==> config.mk <==
export PLATFORM = sky130hd
export DESIGN_NAME = write_data
export DESIGN_NICKNAME = d
export VERILOG_FILES = /design/src/rtl/write_data_pkg.sv /design/src/rtl/bmp_addr_gen.sv /design/src/rtl/write_data.sv
export SDC_FILE = /design/constraint.sdc
export NUM_CORES = 1
export LEC_CHECK = 0
export BUFFER_PORTS_ARGS = -buffer_cell sky130_fd_sc_hd__buf_2
export CAP_MARGIN = 20
export CORE_MARGIN = 8
export CORE_UTILIZATION = 53
export DETAILED_ROUTE_END_ITERATION = 7
export HOLD_SLACK_MARGIN = 0.05
export PLACE_DENSITY = 0.88
export RECOVER_POWER = 100
export SLEW_MARGIN = 25
export SYNTH_ARGS = -nofsm -noshare
export SYNTH_HDL_FRONTEND = slang
export SYNTH_SLANG_ARGS = --single-unit
==> constraint.sdc <==
create_clock -name clk -period 9.9 [get_ports clk]
set_input_delay 1.98 -clock clk [delete_from_list [all_inputs] [get_ports clk]]
set_output_delay 1.98 -clock clk [all_outputs]
set_load 0.005 [all_outputs]
==> src/rtl/write_data_pkg.sv <==
// write_data_pkg
//   Shared definitions for the BMP frame writer: FSM state encoding,
//   pixel-pair packing order and row geometry derivation.
package write_data_pkg;

    typedef enum logic [1:0] {
        IDLE  = 2'd0,
        WRITE = 2'd1,
        DONE  = 2'd2
    } state_e;

    // Two pixels per memory word, so a row holds half as many words as pixels.
    function automatic int pairs_per_row(input int image_width);
        return image_width / 2;
    endfunction

    // BMP pixel order is B,G,R from the lowest byte; the even pixel sits low.
    function automatic logic [47:0] pack_pair(
        input logic [7:0] r0, input logic [7:0] g0, input logic [7:0] b0,
        input logic [7:0] r1, input logic [7:0] g1, input logic [7:0] b1
    );
        return {r1, g1, b1, r0, g0, b0};
    endfunction

endpackage

==> src/rtl/bmp_addr_gen.sv <==
// bmp_addr_gen
//   Row/column counters for the pixel-pair stream and the bottom-up BMP
//   word address of the pair being accepted this cycle.
//   Ports:
//     clk, reset   - clock, asynchronous active-low reset
//     start_i      - frame start this cycle; the current pair is (0,0)
//     adv_i        - a pair is accepted this cycle
//     addr_o       - word address of the pair presented this cycle
//     last_o       - the pair presented this cycle is the frame's last
module bmp_addr_gen
    import write_data_pkg::*;
#(
    parameter int IMAGE_WIDTH  = 768,
    parameter int IMAGE_HEIGHT = 512,
    parameter int ADDR_WIDTH   = 18
) (
    input  logic                  clk,
    input  logic                  reset,
    input  logic                  start_i,
    input  logic                  adv_i,
    output logic [ADDR_WIDTH-1:0] addr_o,
    output logic                  last_o
);

    localparam int PPR = pairs_per_row(IMAGE_WIDTH);
    localparam int CW  = (PPR > 1) ? $clog2(PPR) : 1;
    localparam int RW  = (IMAGE_HEIGHT > 1) ? $clog2(IMAGE_HEIGHT) : 1;

    logic [CW-1:0] col_q, col_d, col_cur;
    logic [RW-1:0] row_q, row_d, row_cur;

    always_comb begin
        // A frame start overrides the stored position so a pair in the same
        // cycle lands at (0,0).
        col_cur = start_i ? '0 : col_q;
        row_cur = start_i ? '0 : row_q;

        last_o = (int'(col_cur) == PPR - 1) && (int'(row_cur) == IMAGE_HEIGHT - 1);
        addr_o = ADDR_WIDTH'((IMAGE_HEIGHT - 1 - int'(row_cur)) * PPR + int'(col_cur));

        col_d = col_cur;
        row_d = row_cur;
        if (adv_i) begin
            if (int'(col_cur) == PPR - 1) begin
                col_d = '0;
                row_d = (int'(row_cur) == IMAGE_HEIGHT - 1) ? '0 : row_cur + 1'b1;
            end else begin
                col_d = col_cur + 1'b1;
            end
        end
    end

    always_ff @(posedge clk or negedge reset) begin
        if (!reset) begin
            col_q <= '0;
            row_q <= '0;
        end else begin
            col_q <= col_d;
            row_q <= row_d;
        end
    end

endmodule

==> src/rtl/write_data.sv <==
// write_data
//   Reorders a two-pixels-per-clock RGB stream into bottom-up BMP layout and
//   issues one 48-bit write per pixel pair to an external frame memory.
//   Ports:
//     clk, reset                  - clock, asynchronous active-low reset
//     vertical_Pulse              - frame-active level; rising edge starts a frame
//     horizontal_Pulse            - pixel-pair valid
//     data_R0/G0/B0, data_R1/G1/B1 - even / odd pixel components
//     wr_en, wr_addr, wr_data     - registered memory write port
//     pair_count                  - pairs written in the current frame
//     write_done                  - frame complete (level)
//     overrun                     - sticky stream error, cleared only by reset
module write_data
    import write_data_pkg::*;
#(
    parameter int IMAGE_WIDTH  = 768,
    parameter int IMAGE_HEIGHT = 512,
    parameter int ADDR_WIDTH   = 18
) (
    input  logic                  clk,
    input  logic                  reset,
    input  logic                  vertical_Pulse,
    input  logic                  horizontal_Pulse,
    input  logic [7:0]            data_R0,
    input  logic [7:0]            data_G0,
    input  logic [7:0]            data_B0,
    input  logic [7:0]            data_R1,
    input  logic [7:0]            data_G1,
    input  logic [7:0]            data_B1,
    output logic                  wr_en,
    output logic [ADDR_WIDTH-1:0] wr_addr,
    output logic [47:0]           wr_data,
    output logic [ADDR_WIDTH:0]   pair_count,
    output logic                  write_done,
    output logic                  overrun
);

    state_e                state_q;
    logic                  vp_prev_q;
    logic                  wr_en_q;
    logic [ADDR_WIDTH-1:0] wr_addr_q;
    logic [47:0]           wr_data_q;
    logic [ADDR_WIDTH:0]   pair_count_q;
    logic                  write_done_q;
    logic                  overrun_q;

    logic                  rise;
    logic                  accept;
    logic [ADDR_WIDTH-1:0] next_addr;
    logic                  last;

    always_comb begin
        rise   = vertical_Pulse & ~vp_prev_q;
        accept = horizontal_Pulse & (rise | (state_q == WRITE));
    end

    bmp_addr_gen #(
        .IMAGE_WIDTH (IMAGE_WIDTH),
        .IMAGE_HEIGHT(IMAGE_HEIGHT),
        .ADDR_WIDTH  (ADDR_WIDTH)
    ) u_addr_gen (
        .clk    (clk),
        .reset  (reset),
        .start_i(rise),
        .adv_i  (accept),
        .addr_o (next_addr),
        .last_o (last)
    );

    always_ff @(posedge clk or negedge reset) begin
        if (!reset) begin
            state_q      <= IDLE;
            vp_prev_q    <= 1'b0;
            wr_en_q      <= 1'b0;
            wr_addr_q    <= '0;
            wr_data_q    <= '0;
            pair_count_q <= '0;
            write_done_q <= 1'b0;
            overrun_q    <= 1'b0;
        end else begin
            vp_prev_q <= vertical_Pulse;
            wr_en_q   <= accept;
            if (accept) begin
                wr_addr_q <= next_addr;
                wr_data_q <= pack_pair(data_R0, data_G0, data_B0,
                                       data_R1, data_G1, data_B1);
            end

            // Dropped pair outside a frame, or a frame cut short by a new edge.
            if ((horizontal_Pulse && !accept) || (rise && state_q == WRITE))
                overrun_q <= 1'b1;

            if (rise) begin
                pair_count_q <= {{ADDR_WIDTH{1'b0}}, accept};
                write_done_q <= accept & last;
                state_q      <= (accept && last) ? DONE : WRITE;
            end else if (accept) begin
                pair_count_q <= pair_count_q + 1'b1;
                if (last) begin
                    write_done_q <= 1'b1;
                    state_q      <= DONE;
                end
            end
        end
    end

    assign wr_en      = wr_en_q;
    assign wr_addr    = wr_addr_q;
    assign wr_data    = wr_data_q;
    assign pair_count = pair_count_q;
    assign write_done = write_done_q;
    assign overrun    = overrun_q;

endmodule

## Yosys cells after proc, flatten, opt, wreduce, memory -nomap -nowiden

Index checks and enable logic that the tools add are counted.

| storage, ports and cells | value |
|---|---|
| bits in registers | 109 |
| output and inout bits | 88 |
| logic and storage cells | 49 |

| cells by class | value |
|---|---|
| $add $sub $neg | 5 |
| multiply operators | 1 |
| equal/unequal tests | 3 |
| mux-type cells | 16 |
| bitwise logic cells | 5 |
| reduce and logical (&&, ||, !) cells | 9 |

Operators by type and width:

| operator | number |
|---|---|
| $mux 9 | 7 |
| $mux 19 | 2 |
| $mul 32x3->11 const B | 1 |
| $add 19x1->19 const B | 1 |
| $add 18x10->18 | 1 |
| $add 9x1->9 const B | 2 |
| $sub 9x9->10 const A | 1 |
| $eq 9x1->1 const B | 1 |
| $eq 9x9->1 const B | 1 |
| $mux 2 | 4 |
| $logic_and 1x1->1 | 4 |
| $reduce_bool 2->1 | 2 |
| $and 1x1->1 | 3 |
| $mux 1 | 3 |
| $eq 2x1->1 const B | 1 |
| $reduce_and 2->1 | 1 |
| $logic_not 1->1 | 1 |
| $logic_or 1x1->1 | 1 |
| $not 1->1 | 1 |
| $or 1x1->1 | 1 |

## Logic depth before layout (Yosys ltp)

| depth | value |
|---|---|
| word-level depth | 8 |
| mapped depth | 14 |
| mapped depth without buffers | 12 |

## Hierarchy

Synthesis repeated with hierarchy kept, for this count alone.

| unflattened totals | value |
|---|---|
| cell total of the unflattened synthesis | 451 |
| area total of the unflattened synthesis | 5350.1 um^2 |

Modules (own cells, without submodules):

| module | instances | cells an instance | area an instance (um^2) | seq. area each (um^2) |
|---|---|---|---|---|
| write_data | 1 | 254 | 3628.5 | 2252.2 |
| bmp_addr_gen | 1 | 197 | 1721.7 | 450.4 |

## Worst setup path before layout

Ideal clock, no wire load.

| timing | value |
|---|---|
| path type | in2reg |
| start | input vertical_Pulse |
| end | register wr_addr_q[17] (netlist: wr_addr[17]) |
| data arrival time | 4.742 ns |
| data required time | 9.805 ns |
| setup slack | 5.063 ns |
| cell stages on the path | 14 |
| cell sequence | nand2b_1 > buf_2 > clkbuf_1 > nand2_1 > inv_1 > ha_1 > ha_1 > fa_1 > a21oi_1 > o21bai_1 > xor2_1 > nand4_1 > o31a_1 > o31ai_1 |

| between the ends | value |
|---|---|
| longest elaborated chain between the ends | 5 |
| elaborated cells between the ends (all ways) | 8 |
| classes of those cells | 2 x add/sub; 1 x mul; 2 x mux; 3 x bitwise |

RTL lines:

| item | RTL line | source |
|---|---|---|
| start, declared | write_data.sv:22 | `input logic vertical_Pulse,` |
| $and 1x1->1 (*) | write_data.sv:53 | `rise = vertical_Pulse & ~vp_prev_q;` |
| $mux 9 | bmp_addr_gen.sv:36 | `row_cur = start_i ? '0 : row_q;` |
| $sub 9x9->10 | bmp_addr_gen.sv:39 | `addr_o = ADDR_WIDTH'((IMAGE_HEIGHT - 1 - int'(row_cur)) * PPR + int'(col_cur));` |
| $mul 32x3->11 | bmp_addr_gen.sv:39 |  |
| $add 18x10->18 | bmp_addr_gen.sv:39 |  |
| end signal, assigned | write_data.sv:84 | `wr_addr_q <= next_addr;` |
| end, declared | write_data.sv:41 | `logic [ADDR_WIDTH-1:0] wr_addr_q;` |

Every way passes the cells marked *; elsewhere a longest branch is shown, timed or not.
A chain may end at the register's enable or synchronous reset.

==> flow_summary_export.csv <==
group,metric,value,unit
timing,worstMarginPinSlew,3.73,ns
detailed_routing,vias,4407,
worst_setup_path,worst-setup-path-type,"in -> async",
final_layout,antenna_cells,0,
worst_setup_path,critPathMaxStageDelay,2.70,ns
worst_setup_path,crit_path_frequent_cell,"sky130_fd_sc_hd__clkbuf_1",
synthesis,yosysMostFrequentCell,"sky130_fd_sc_hd__nand2_1",
run_status,outcome,"finished, violations left",
worst_setup_path,critPathLaunchType,"input pin",
job,cap_viol_max_count,5,
synthesis,synth_enable_flop_cells,0,
cts,cts-buffers-inserted,9,
power,clock_power_share,31.6,%
worst_setup_path,critical_path_required,9.54,ns
timing,post-route-period-util,65.0,%
cts,cts.root.buffer_cell,"sky130_fd_sc_hd__clkbuf_8",
timing,unrepaired_setup_endpoints_after_global_routing,"false",
power,power.ir.vdd_worst,0.0926,mV
cts,ctsHtreeMaxLevel,3,
synthesis,synthDistinctLibCells,50,
floorplanning,boundaryPins,140,
synthesis,synth.ff_latch_count,108,
power,switching_share,27.4,%
floorplanning,rows,36,
floorplanning,die_width,115,um
global_routing,global_route.usage.total,19.2,%
cts,postCtsHoldBufs,0,
final_layout,fillerInstances,864,
cts,cts-resized-gates,0,
detailed_routing,number_of_iterations_in_the_first_detailed_routing_pass,4,
synthesis,synth_commonest_cells,"sky130_fd_sc_hd__nand2_1 (204), sky130_fd_sc_hd__dfrtp_1 (108), sky130_fd_sc_hd__o21ai_0 (31)",
synthesis,dominantRegCellSynth,"sky130_fd_sc_hd__dfrtp_1",
final_layout,final_net_count,773,
timing,timing.setup.tns,0,ns
power,power_frac_comb,11.8,%
worst_setup_path,worst_r2r_path_depth,8,
power,seqPwrFrac,56.6,%
power,total_power,879,uW
final_layout,area_growth_syn_to_layout,16.9,%
synthesis,yosys-mux-area-fraction,0.193,%
detailed_routing,number_of_violations_reported_at_the_end_of_detailed_routing_iteration_0,258,
timing,slew_violations,224,
synthesis,synth_simple_gate_area_share,25.3,%
floorplanning,core-area,0.00964,mm2
detailed_routing,detailed_route_drc_error_count,0,
floorplanning,initial_utilization,53.8,%
synthesis,synth_area_leader_cell,"sky130_fd_sc_hd__dfrtp_1",
timing,final.setup_skew,0.0160,ns
synthesis,synthesis.area_per_instance,9.01,um2
global_routing,largest_net_degree_at_the_start_of_global_routing,93,
timing,setup_viol,0,
worst_setup_path,worst_ep_arrival_time,6.08,ns
cts,tritoncts,"yes",
worst_setup_path,timing.critical_path.cells,"clkbuf_1, clkbuf_1",
placement,portBuffers,139,
worst_hold_path,hold_depth,2,
global_routing,grt_residual_overflow,0,
detailed_routing,detail_route.vias_per_cell,5.26,
power,power.density,145,mW/mm2
synthesis,synthesis.yosys.warnings,0,
synthesis,synth_adder_area_share,5.36,%
worst_setup_path,timing.critical_path.buf_inv,2,
run_status,violations,"capacitance limit, slew limit",
synthesis,synth_async_sr_flop_share,100,%
timing,max_freq,155,MHz
synthesis,synth_fp_nets,648,
power,netsw,241,uW
timing,timing.slew.headroom,-148,%
floorplanning,dieHeight,115,um
placement,post-dp-hpwl,8.98,mm
synthesis,post_synth_inst_count,575,
timing,finalHoldViolCount,0,
detailed_routing,wire_per_inst,14.6,um
final_layout,final_layout_size_suffix_gt1_share,13.3,%
synthesis,yosysTopAreaCellShare,52.1,%
worst_setup_path,path_max_fanout,73,
synthesis,mapped_area,0.00518,mm2
floorplanning,die_area,0.0132,mm2
synthesis,synth_xor_area_share,6.25,%
detailed_routing,finalWirelength,12.3,mm
worst_setup_path,crit_slowest_cell,"sky130_fd_sc_hd__clkbuf_1",
synthesis,synth_top_family_by_area,"simple AND/OR/NAND/NOR gates",
synthesis,synth_area_leaders,"sky130_fd_sc_hd__dfrtp_1 (52%), sky130_fd_sc_hd__nand2_1 (15%), sky130_fd_sc_hd__ha_1 (4.6%), sky130_fd_sc_hd__xor2_1 (3.7%), sky130_fd_sc_hd__o21ai_0 (3.0%)",
global_routing,global_route_wire_length_before_repair,20.6,mm
worst_setup_path,cell_family_with_the_largest_share_of_critical_path_delay,"buffers and inverters",
placement,gp_routability_congestion,0.852,
global_routing,grt_antenna_before_repair,0,
timing,hold_ws,0.482,ns
power,power_report.internal_total,639,uW
worst_setup_path,end_kind,"async pin",
synthesis,synth-compound-area-share,7.65,%
cts,clk_path_buf_depth,2,
cts,clock_latency,0.38,ns
cts,postCtsSetupBuffers,0,
timing,final.min_clock_period,6.44,ns
global_routing,grt_pass1_vias,4490,
power,power.static_leakage,3.00,nW
worst_setup_path,crit_cells,2,
detailed_routing,antenna_violating_nets_post_route,0,
worst_hold_path,hold_path.class,"reg -> reg",
synthesis,ys_seq_area_share,52.1,%
cts,cts.clk_slew.worst_paths,0.10,ns
cts,cts_sinks,108,
-- final cells by class --
cell class                 count  area (um2)  area share (%)
clock inverter                 6        70.1            1.16
multi-input combinational    426        2300            38.0
timing repair buffer         142         628            10.4
tap                          133         166            2.75
sequential                   108        2700            44.6
inverter                      13        48.8           0.805
clock buffer                  10         138            2.27
-- cell usage in the layout, fill, tap and decap left out, types with 4 or more instances in the layout --
master / instances
sky130_fd_sc_hd__nand2_1: 204
sky130_fd_sc_hd__dfrtp_1: 108
sky130_fd_sc_hd__buf_2: 73
sky130_fd_sc_hd__clkbuf_1: 67
sky130_fd_sc_hd__o21ai_0: 31
sky130_fd_sc_hd__nor2_1: 30
sky130_fd_sc_hd__xor2_1: 22
sky130_fd_sc_hd__ha_1: 19
sky130_fd_sc_hd__xnor2_1: 15
sky130_fd_sc_hd__a21oi_1: 14
sky130_fd_sc_hd__inv_1: 13
sky130_fd_sc_hd__nand3_1: 11
sky130_fd_sc_hd__clkbuf_8: 10
sky130_fd_sc_hd__nand4_1: 8
sky130_fd_sc_hd__or3_1: 6
sky130_fd_sc_hd__nor3_1: 6
sky130_fd_sc_hd__and2_1: 5
sky130_fd_sc_hd__nor2b_1: 5
sky130_fd_sc_hd__and3_1: 5
sky130_fd_sc_hd__nor4_1: 4
-- sequential cells by signal, summed over array words and instances (netlist names) --
signal and count:
vp_prev_q 1, wr_data 48, pair_count 19, state_q 2
u_addr_gen.col_q 9, wr_en 1, u_addr_gen.row_q 9, overrun 1
wr_addr 18
-- power groups by stage --
stage | combinational [mW] | sequential (mW) | clock [mW]
detailed placement | 0.112 | 0.505 | 0
floorplan | 0.0461 | 0.505 | 0
global placement | 0.109 | 0.503 | 0
CTS | 0.113 | 0.497 | 0.286
global route | 0.119 | 0.503 | 0.303
finish | 0.103 | 0.498 | 0.278
-- per-stage QoR --
step / setup WS, ns / utilization [%] / area, um2 / std cells
global route: 2.22 / 62.9 / 6060 / 838
finish: 3.46 / 62.9 / 6060 / 838
CTS: 4.71 / 64.0 / 6170 / 838
detailed placement: 4.34 / 61.9 / 5970 / 822
global placement: 4.53 / 61.9 / 5970 / 822
floorplan: 5.06 / - / 5180 / 575
-- layer usage --
layer	up-vias	track usage [%]	share of wire, %
li1	2128	-	-
met1	2105	22.5	42
met2	149	32.2	49
met3	25	5.36	7.3
met4	0	8.32	2.0
met5	-	0	0
-- worst paths after layout --
path,endpoint,start,slack [ns]
worst max-delay path,wr_data[47],reset,3.46
worst min-delay path,wr_data[40],wr_data[40],0.48
worst max register to register,u_addr_gen.row_q[6],vp_prev_q,5.00
worst min register to register,wr_data[40],wr_data[40],0.48
max in group clk,u_addr_gen.row_q[6],vertical_Pulse,3.62
min in group asynchronous,wr_addr[15],reset,2.12
-- logic make-up after synthesis --
group                    after synthesis
buffers and inverters                 41
AO/OA/AOI/OAI                         67
AND/OR/NAND/NOR                      300
XOR/XNOR                              37
multiplexers                           1
adder cells (fa/ha/maj)               21
flip-flops                           108
(Power assumes the default switching activity.)
